<file path="config.mk">
export PLATFORM = sky130hd
export DESIGN_NAME = mdu_seq_ctrl_flat
export DESIGN_NICKNAME = d
export VERILOG_FILES = /design/src/rtl/mdu_seq_if.sv /design/src/rtl/mdu_seq_ctrl.sv /design/src/flat_wrapper.sv
export SDC_FILE = /design/constraint.sdc
export NUM_CORES = 1
export LEC_CHECK = 0
export CAP_MARGIN = 20
export CORE_MARGIN = 2
export CORE_UTILIZATION = 30
export CTS_BUF_LIST = sky130_fd_sc_hd__clkbuf_4 sky130_fd_sc_hd__clkbuf_8
export DETAILED_ROUTE_END_ITERATION = 7
export PLACE_DENSITY = 0.5
export SLEW_MARGIN = 20
export SYNTH_ARGS = -nofsm -noshare
export SYNTH_HDL_FRONTEND = slang
export SYNTH_SLANG_ARGS = --single-unit
</file>
<file path="constraint.sdc">
create_clock -name clk -period 6.25 [get_ports clk]
set_input_delay 1.25 -clock clk [delete_from_list [all_inputs] [get_ports clk]]
set_output_delay 1.25 -clock clk [all_outputs]
set_load 0.02 [all_outputs]
</file>
<file path="src/rtl/mdu_seq_if.sv">
// Request/response bundle between the EX stage (master) and the iterative MDU sequencer (slave).
// a/b/c are MSB-first words: the most significant bit is the sign bit.
interface mdu_seq_if #(
   parameter int WIDTH = 32,
   parameter int OP_W  = 3
);
   logic             start;
   logic             flush;
   logic [OP_W-1:0]  op;
   logic [WIDTH-1:0] a;
   logic [WIDTH-1:0] b;
   logic             busy;
   logic             done;
   logic [WIDTH-1:0] c;
   logic [3:0]       d;

   modport master (output start, flush, op, a, b, input busy, done, c, d);
   modport slave  (input start, flush, op, a, b, output busy, done, c, d);
endinterface

</file>
<file path="src/rtl/mdu_seq_ctrl.sv">
// Iterative radix-2 multiply / restoring-divide sequencer: IDLE -> LOAD -> RUN -> FIX -> DONE.
// Op codes: 0 MULH, 1 MULHU, 2 MULW, 3 DIVW, 4 DIVWU. Optional: MDU_DIV_EXCEPT_EN (divide exception fast path).
module mdu_seq_ctrl #(
   parameter int WIDTH = 32,
   parameter int CNT_W = 6,
   parameter int OP_W  = 3
) (
   input  logic     clk,
   input  logic     rst_n,
   mdu_seq_if.slave bus
);
   localparam logic [OP_W-1:0] OP_MULH  = OP_W'(0);
   localparam logic [OP_W-1:0] OP_MULHU = OP_W'(1);
   localparam logic [OP_W-1:0] OP_MULW  = OP_W'(2);
   localparam logic [OP_W-1:0] OP_DIVW  = OP_W'(3);
   localparam logic [OP_W-1:0] OP_DIVWU = OP_W'(4);

   typedef enum logic [2:0] {S_IDLE, S_LOAD, S_RUN, S_FIX, S_DONE} state_t;

   state_t             state_q, state_d;
   logic [CNT_W-1:0]   cnt_q, cnt_d;
   logic [OP_W-1:0]    op_q, op_d;
   logic [WIDTH-1:0]   opa_q, opa_d;
   logic [WIDTH-1:0]   opb_q, opb_d;
   logic               neg_q, neg_d;
   logic [WIDTH-1:0]   hi_q, hi_d;
   logic [WIDTH-1:0]   lo_q, lo_d;
   logic [WIDTH-1:0]   c_q, c_d;
   logic [3:0]         dv_q, dv_d;

   logic               op_div, op_signed, op_known;
   logic [WIDTH:0]     mul_sum;
   logic [WIDTH:0]     div_shift;
   logic               div_ge;
   logic [2*WIDTH-1:0] prod;
   logic [WIDTH-1:0]   quot;
   logic [WIDTH-1:0]   res;
   logic               ov;

   function automatic logic [WIDTH-1:0] mag(input logic signed [WIDTH-1:0] v);
      return v[WIDTH-1] ? -v : v;
   endfunction

   function automatic logic [2*WIDTH-1:0] neg2(input logic [2*WIDTH-1:0] v);
      return -v;
   endfunction

   function automatic logic [2:0] sign_flags(input logic signed [WIDTH-1:0] v);
      return {v[WIDTH-1], !v[WIDTH-1] && (v != '0), v == '0};
   endfunction

   assign op_div    = (op_q == OP_DIVW) || (op_q == OP_DIVWU);
   assign op_signed = (op_q == OP_MULH) || (op_q == OP_MULW) || (op_q == OP_DIVW);
   assign op_known  = (op_q <= OP_DIVWU);

`ifdef MDU_DIV_EXCEPT_EN
   logic div_exc;
   assign div_exc = op_div && ((opb_q == '0) ||
                    ((op_q == OP_DIVW) && (opa_q == {1'b1, {(WIDTH-1){1'b0}}}) && (opb_q == '1)));
`endif

   assign bus.busy = (state_q == S_LOAD) || (state_q == S_RUN) || (state_q == S_FIX);
   assign bus.done = (state_q == S_DONE);
   assign bus.c    = c_q;
   assign bus.d    = dv_q;

   always_comb begin
      state_d = state_q;
      cnt_d   = cnt_q;
      op_d    = op_q;
      opa_d   = opa_q;
      opb_d   = opb_q;
      neg_d   = neg_q;
      hi_d    = hi_q;
      lo_d    = lo_q;
      c_d     = c_q;
      dv_d    = dv_q;
      res     = '0;
      ov      = 1'b0;

      // hi:lo is the product accumulator, or remainder:quotient for divides
      mul_sum   = {1'b0, hi_q} + {1'b0, opb_q & {WIDTH{lo_q[0]}}};
      div_shift = {hi_q, lo_q[WIDTH-1]};
      div_ge    = (div_shift >= {1'b0, opb_q});
      prod      = neg_q ? neg2({hi_q, lo_q}) : {hi_q, lo_q};
      quot      = neg_q ? -lo_q : lo_q;

      case (state_q)
         S_IDLE: begin
            if (bus.start) begin
               op_d    = bus.op;
               opa_d   = bus.a;
               opb_d   = bus.b;
               state_d = S_LOAD;
            end
         end
         S_LOAD: begin
            cnt_d = '0;
            if (!op_known) begin
               c_d     = '0;
               dv_d    = 4'b0001;
               state_d = S_DONE;
`ifdef MDU_DIV_EXCEPT_EN
            end else if (div_exc) begin
               c_d     = '0;
               dv_d    = 4'b1001;
               state_d = S_DONE;
`endif
            end else begin
               neg_d   = op_signed && (opa_q[WIDTH-1] ^ opb_q[WIDTH-1]);
               hi_d    = '0;
               // opb holds the divisor or the multiplicand; lo holds dividend or multiplier
               lo_d    = op_div ? (op_signed ? mag(opa_q) : opa_q) : (op_signed ? mag(opb_q) : opb_q);
               opb_d   = op_div ? (op_signed ? mag(opb_q) : opb_q) : (op_signed ? mag(opa_q) : opa_q);
               state_d = S_RUN;
            end
         end
         S_RUN: begin
            if (op_div) begin
               hi_d = div_ge ? (div_shift[WIDTH-1:0] - opb_q) : div_shift[WIDTH-1:0];
               lo_d = {lo_q[WIDTH-2:0], div_ge};
            end else begin
               hi_d = mul_sum[WIDTH:1];
               lo_d = {mul_sum[0], lo_q[WIDTH-1:1]};
            end
            cnt_d = cnt_q + 1'b1;
            if (cnt_q == CNT_W'(WIDTH-1)) state_d = S_FIX;
         end
         S_FIX: begin
            case (op_q)
               OP_MULH, OP_MULHU: res = prod[2*WIDTH-1:WIDTH];
               OP_MULW: begin
                  res = prod[WIDTH-1:0];
                  ov  = (prod[2*WIDTH-1:WIDTH] != {WIDTH{prod[WIDTH-1]}});
               end
               default: res = quot;
            endcase
            c_d     = res;
            dv_d    = {ov, sign_flags(res)};
            state_d = S_DONE;
         end
         S_DONE:  state_d = S_IDLE;
         default: state_d = S_IDLE;
      endcase

      // A pipeline kill abandons the op without touching the visible result
      if (bus.flush) begin
         state_d = S_IDLE;
         c_d     = c_q;
         dv_d    = dv_q;
      end
   end

   always_ff @(posedge clk or negedge rst_n) begin
      if (!rst_n) begin
         state_q <= S_IDLE;
         cnt_q   <= '0;
         c_q     <= '0;
         dv_q    <= '0;
      end else begin
         state_q <= state_d;
         cnt_q   <= cnt_d;
         c_q     <= c_d;
         dv_q    <= dv_d;
      end
   end

   always_ff @(posedge clk) begin
      op_q  <= op_d;
      opa_q <= opa_d;
      opb_q <= opb_d;
      neg_q <= neg_d;
      hi_q  <= hi_d;
      lo_q  <= lo_d;
   end
endmodule

</file>
<file path="src/flat_wrapper.sv">
// flat-port wrapper written by rule: the top's interface ports become plain ports
module mdu_seq_ctrl_flat 
#(
   parameter int WIDTH = 32,
   parameter int CNT_W = 6,
   parameter int OP_W  = 3
)
  (clk, rst_n, bus_start, bus_flush, bus_op, bus_a, bus_b, bus_busy, bus_done, bus_c, bus_d);
  mdu_seq_if #(.WIDTH(WIDTH), .OP_W(OP_W)) bus_i ();
  input  logic clk;
  input  logic rst_n;
  input wire logic [$bits(bus_i.start)-1:0] bus_start;
  input wire logic [$bits(bus_i.flush)-1:0] bus_flush;
  input wire logic [$bits(bus_i.op)-1:0] bus_op;
  input wire logic [$bits(bus_i.a)-1:0] bus_a;
  input wire logic [$bits(bus_i.b)-1:0] bus_b;
  output wire logic [$bits(bus_i.busy)-1:0] bus_busy;
  output wire logic [$bits(bus_i.done)-1:0] bus_done;
  output wire logic [$bits(bus_i.c)-1:0] bus_c;
  output wire logic [$bits(bus_i.d)-1:0] bus_d;
  assign bus_i.start = bus_start;
  assign bus_i.flush = bus_flush;
  assign bus_i.op = bus_op;
  assign bus_i.a = bus_a;
  assign bus_i.b = bus_b;
  assign bus_busy = bus_i.busy;
  assign bus_done = bus_i.done;
  assign bus_c = bus_i.c;
  assign bus_d = bus_i.d;
  mdu_seq_ctrl #(.WIDTH(WIDTH), .CNT_W(CNT_W), .OP_W(OP_W)) u_core (.clk(clk), .rst_n(rst_n), .bus(bus_i));
endmodule
</file>
# After elaboration in Yosys (flattened, before gate mapping)
# Index checks and enable logic that the tools add are counted.
op_classes:
  order_cmp: 2
  div: 0
  bitwise_logic: 3
  shifts: 0
  n_mux: 31
  n_mul: 0
  n_eq_ne: 15
  n_reduce_logical: 22
  n_addsub: 7
op_table:
  columns: ["cell", "n"]
  rows:
  - ["2-to-1 mux 32 bit", 16]
  - ["case mux 32 bit (2 select lines)", 5]
  - ["negator 32 bit", 3]
  - ["2-to-1 mux 64 bit", 1]
  - ["negator 64 bit", 1]
  - ["adder 32 x 32 -> 33 bit", 1]
  - [">= comparator 33 x 32 -> 1 bit", 1]
  - ["AND 32 bit", 1]
  - ["zero test 32 bit", 1]
  - ["!= test 32 bit", 1]
  - ["nonzero test 32 bit", 1]
  - ["subtractor 32 bit", 1]
  - ["equality test 3 x 2 -> 1 bit, second input constant", 4]
  - ["2-to-1 mux 3 bit", 4]
  - ["case mux 3 bit (4 select lines)", 1]
  - ["case mux 6 bit (2 select lines)", 1]
  - ["case mux 4 bit (2 select lines)", 1]
  - ["AND reduction 2 bit", 4]
  - ["adder 6 x 1 -> 6 bit, second input constant", 1]
  - ["equality test 3 x 1 -> 1 bit, second input constant", 2]
  - ["equality test 3 bit, second input constant", 2]
  - ["equality test 6 x 5 -> 1 bit, second input constant", 1]
  - ["zero test 3 bit", 2]
  - ["!= test 3 bit, second input constant", 2]
  - ["13 further kinds", 22]
word_totals:
  reg_bits: 177
  romBits: 0
  word_cells: 90
  output_inout_bits: 38
  latch_bits: 0
  in_bits: 71
  ram_bits: 0
  memories: 0

# Longest topological paths before layout
logic_depth:
  depth_word: 7
  ltp_mapped: 15

# Worst setup path before layout
# No wires, ideal clock.
synth_path:
  kind: "input -> register"
  start: "input bus_start"
  end: "register u_core.opb_q[0], enable pin"
  setup_time_ns: 0.311
  arrival_ns: 6.050
  path_stages: 3
  setup_slack_ns: -0.111
  path_cell_list: "nor4b_1 > or2_2 > a21boi_0"
synth_via:
  elab_chain_len: 2
synth_rtl:
  columns: ["item", "line", "text"]
  rows:
  - ["start: declaration", "flat_wrapper.sv:12", "input wire logic [$bits(bus_i.start)-1:0] bus_start;"]
  - ["!= test 2 bit (no line)", null, null]
  - ["AND reduction 3 bit (no line)", null, null]
  - ["end signal: assignment", "mdu_seq_ctrl.sv:171", "opb_q <= opb_d;"]
  - ["end: declaration", "mdu_seq_ctrl.sv:24", "logic [WIDTH-1:0] opb_q, opb_d;"]
# No other way between the ends.
# A chain may end at the register's enable or synchronous reset.

# Final worst setup path
layout_path:
  start: "register u_core.lo_q[0]"
  end: "register u_core.hi_q[31] (data pin)"
layout_via:
  elab_chain_len: 4
layout_rtl:
  columns: ["item", "line", "text"]
  rows:
  - ["start: declaration", "mdu_seq_ctrl.sv:27", "logic [WIDTH-1:0] lo_q, lo_d;"]
  - ["start signal: assignment", "mdu_seq_ctrl.sv:174", "lo_q <= lo_d;"]
  - ["AND 32 bit", "mdu_seq_ctrl.sv:82", "mul_sum = {1'b0, hi_q} + {1'b0, opb_q & {WIDTH{lo_q[0]}}};"]
  - ["adder 32 x 32 -> 33 bit", "mdu_seq_ctrl.sv:82", null]
  - ["2-to-1 mux 32 bit", "mdu_seq_ctrl.sv:119", "if (op_div) begin"]
  - ["case mux 32 bit (2 select lines)", "mdu_seq_ctrl.sv:88", "case (state_q)"]
  - ["end signal: assignment", "mdu_seq_ctrl.sv:173", "hi_q <= hi_d;"]
  - ["end: declaration", "mdu_seq_ctrl.sv:26", "logic [WIDTH-1:0] hi_q, hi_d;"]
# No other way between the ends.

==> results.yml <==
routing:
  via_per_inst: 5.558
  drc: 0
  drt.antenna.violating_nets: 0
  drt_first_pass_iters: 6
  routed-via-count: 13870
  drtIter0Drc: 1326
  wirelength_mm: 53.65
  wire_per_inst_um: 21.49
final_layout:
  final_common_cell: "nor2_1"
  postLayoutCellArea_sq_um: 16950
  drive_gt1_share_pct: 4.421
  syn2layout_area_growth_pct: 14.13
  nets: 1960
  final_cell_mix: "208 x nor2_1, 181 x nand2_1, 152 x a21oi_1, 132 x edfxtp_1, 110 x o21ai_0"
  antenna-diode-count: 0
pwr:
  vdd_drop_max_v: 0.0001471
  p_leak_nw: 6.513
  netSwitchingPower_w: 0.002071
  clockPowerShare_pct: 18.0
  power_frac_comb_pct: 46.1
  p_seq_share_pct: 35.9
  power.density_nw_per_um2: 281.3
  switching_share_pct: 43.43
  internal_power_w: 0.002697
timing:
  period_needed_ns: 4.469
  relSlewSlack_pct: 27.52
  rsz0062_at_grt: "no"
  slew_viol_final: 0
  fin_setup_tns_ns: 0
  setup_violations: 0
  hold_viol_final: 0
  clock.fmax_mhz: 223.8
  tightest_slew_ns: 1.083
  fin_worst_skew_ns: 0.02240
  fin_crit_sh_pct: 71.50
setup_path:
  cp.arrival_ns: 4.77
  cp.required_ns: 6.55
  rr_worst_depth: 17
  crit_path_end_kind: "flop"
  timing.rr.start: "u_core.lo_q[0]"
  crit_fanout: 31
  crit_path_start_kind: "flop"
  r2r-end: "u_core.hi_q[31]"
  r2r_setup_slack_ns: 1.78
  worst-setup-path-type: "reg2reg"
clocking:
  cts-htree-levels: 4
  root_buffer: "clkbuf_8"
  cts_sinks: 176
  ctsResizeCount: 0
  post-cts-setup-buffer-count: 0
  cts_buffers: 17
  cts_tree: "done"
  hold_buffers: 0
  clock_path_buffers: 2
  clk_latency_ns: 0.57
  clkTransAtPathRegs_ns: 0.10
die:
  die_w_um: 226.5
  start_util_pct: 30.40
  pin_count: 109
  rows: 81
  core_area_sq_um: 48850
  fp.dieArea_sq_um: 51290
  die_height_um: 226.5
synthesis:
  ys_seq_area_share_pct: 34.11
  synth_area_sq_um: 14850
  synth-edff-count: 132
  syn_inst: 1775
  synth_nets: 1916
  syn_avg_cell_area_sq_um: 8.365
  async_flop_share_pct: 25.00
  synth-main-ff-cell: "edfxtp_1"
  yosysWarningCount: 0
  synth_seq_cells: 176
  ys_types: 72
grt:
  grt_pass1_vias: 13110
  antenna_found_initial: 3
  grt_pass1_wl_mm: 80.90
  grt_usage_pct: 21.05
  grt_max_degree: 74
  overflow: 0
worst_hold_path:
  hp-start: "u_core.bus.c[23]"
  hp-class: "reg2reg"
  whs_endpoint: "u_core.bus.c[23]"
  whs_path_depth: 2
status:
  status: "completed"
place:
  port_buffers: 108
  dpl.hpwl_mm: 41.81
  gp_congestion: 0.9102
  place_area_sq_um: 16550
job:
  cap_violations: 0
==> area by class of cell <==
| type | count | area [sq um] |
|---|---|---|
| timing repair buffer | 122 | 1194 |
| clock buffer | 25 | 319.1 |
| tap | 664 | 830.8 |
| clock inverter | 7 | 77.57 |
| multi-input combinational | 1439 | 9224 |
| fill | 5162 | 31900 |
| inverter | 63 | 236.5 |
| sequential | 176 | 5065 |
==> per-stage QoR <==
step / utilization [%] / std cells / total power (W) / worst slack [ns] / hold slack [ns]
after floorplan: - / 1775 / 0.003189 / 1.700 / 0.4797
after global placement: 33.88 / 2464 / 0.003906 / 1.834 / 0.4732
after detailed placement: 33.88 / 2464 / 0.003909 / 1.834 / 0.4741
after CTS: 34.69 / 2496 / 0.004778 / 1.810 / 0.4961
after global routing: 34.69 / 2496 / 0.005069 / 1.472 / 0.5267
final: 34.69 / 2496 / 0.004768 / 1.781 / 0.4889
==> sequential cells by signal, indices dropped and copies added (netlist names) <==
name,flops
u_core.bus.d,4
u_core.state_q,3
u_core.cnt_q,6
u_core.hi_q,32
u_core.opb_q,32
u_core.op_q,3
u_core.opa_q,32
u_core.bus.c,31
u_core.lo_q,32
u_core.neg_q,1
==> power groups by stage <==
stage | Sequential [W] | Clock, W | Combinational (W)
6_report | 0.00171 | 0.000859 | 0.00220
2_1_floorplan | 0.00165 | 0 | 0.00154
3_5_place_dp | 0.00173 | 0 | 0.00218
5_1_grt | 0.00173 | 0.000922 | 0.00242
4_1_cts | 0.00170 | 0.000883 | 0.00219
3_3_place_gp | 0.00173 | 0 | 0.00218
==> Yosys cell counts, types with 21 or more instances <==
master / count / area [sq um]
o21ai_0: 111 / 555.5
xnor2_1: 101 / 884.6
mux2i_1: 21 / 210.2
clkbuf_1: 90 / 337.8
nor3_1: 33 / 165.2
a21oi_1: 153 / 765.7
ha_1: 68 / 850.8
nor2_1: 208 / 780.8
edfxtp_1: 132 / 3964
xor2_1: 75 / 656.9
a21o_1: 39 / 292.8
o31ai_1: 40 / 300.3
nand2_1: 182 / 683.2
nor4_1: 22 / 137.6
nand4_1: 24 / 150.1
dfrtp_1: 44 / 1101
inv_1: 63 / 236.5
nand3_1: 33 / 165.2
a211oi_1: 65 / 488.0
==> worst max-delay path by stage <==
stage / startpoint / endpoint / slack [ns] / cells past startpoint
floorplan: bus_start / u_core.opb_q[0] / 1.70 / 3
global placement: u_core.lo_q[0] / u_core.hi_q[31] / 1.83 / 17
detailed placement: u_core.lo_q[0] / u_core.hi_q[31] / 1.83 / 17
CTS: u_core.lo_q[0] / u_core.hi_q[31] / 1.81 / 17
global route: u_core.lo_q[0] / u_core.hi_q[25] / 1.47 / 17
finish: u_core.lo_q[0] / u_core.hi_q[31] / 1.78 / 17
==> cell families after synthesis <==
group / Yosys count / share of synthesized area [%]
AND/OR/NAND/NOR: 628 / 20.11
AO/OA/AOI/OAI: 535 / 23.21
XOR/XNOR: 176 / 10.38
flip-flops: 176 / 34.11
buffers and inverters: 160 / 4.095
adder cells (fa/ha/maj): 70 / 6.000
multiplexers: 30 / 2.098
==> critical path, cell delays in order (launching register included) <==
cell and delay, ns:
edfxtp_1 0.54, inv_1 0.23, buf_4 0.38, nor2_1 0.10, ha_1 0.23, inv_1 0.07, fa_1 0.21, nor2b_1 0.08
o2111ai_1 0.32, a31oi_1 0.19, o21ai_0 0.22, buf_4 0.18, o211ai_1 0.19, o41a_1 0.39, a41o_1 0.32, a21o_1 0.21
a211oi_1 0.24, a211oi_1 0.07
==> layer usage <==
metal | part of all wire (%) | track usage [%]
met5 | 0 | 0
met2 | 45 | 32.54
met3 | 4.9 | 2.656
met1 | 48 | 29.84
met4 | 2.9 | 8.065
Note: power is estimated with default switching activity, not from simulation.
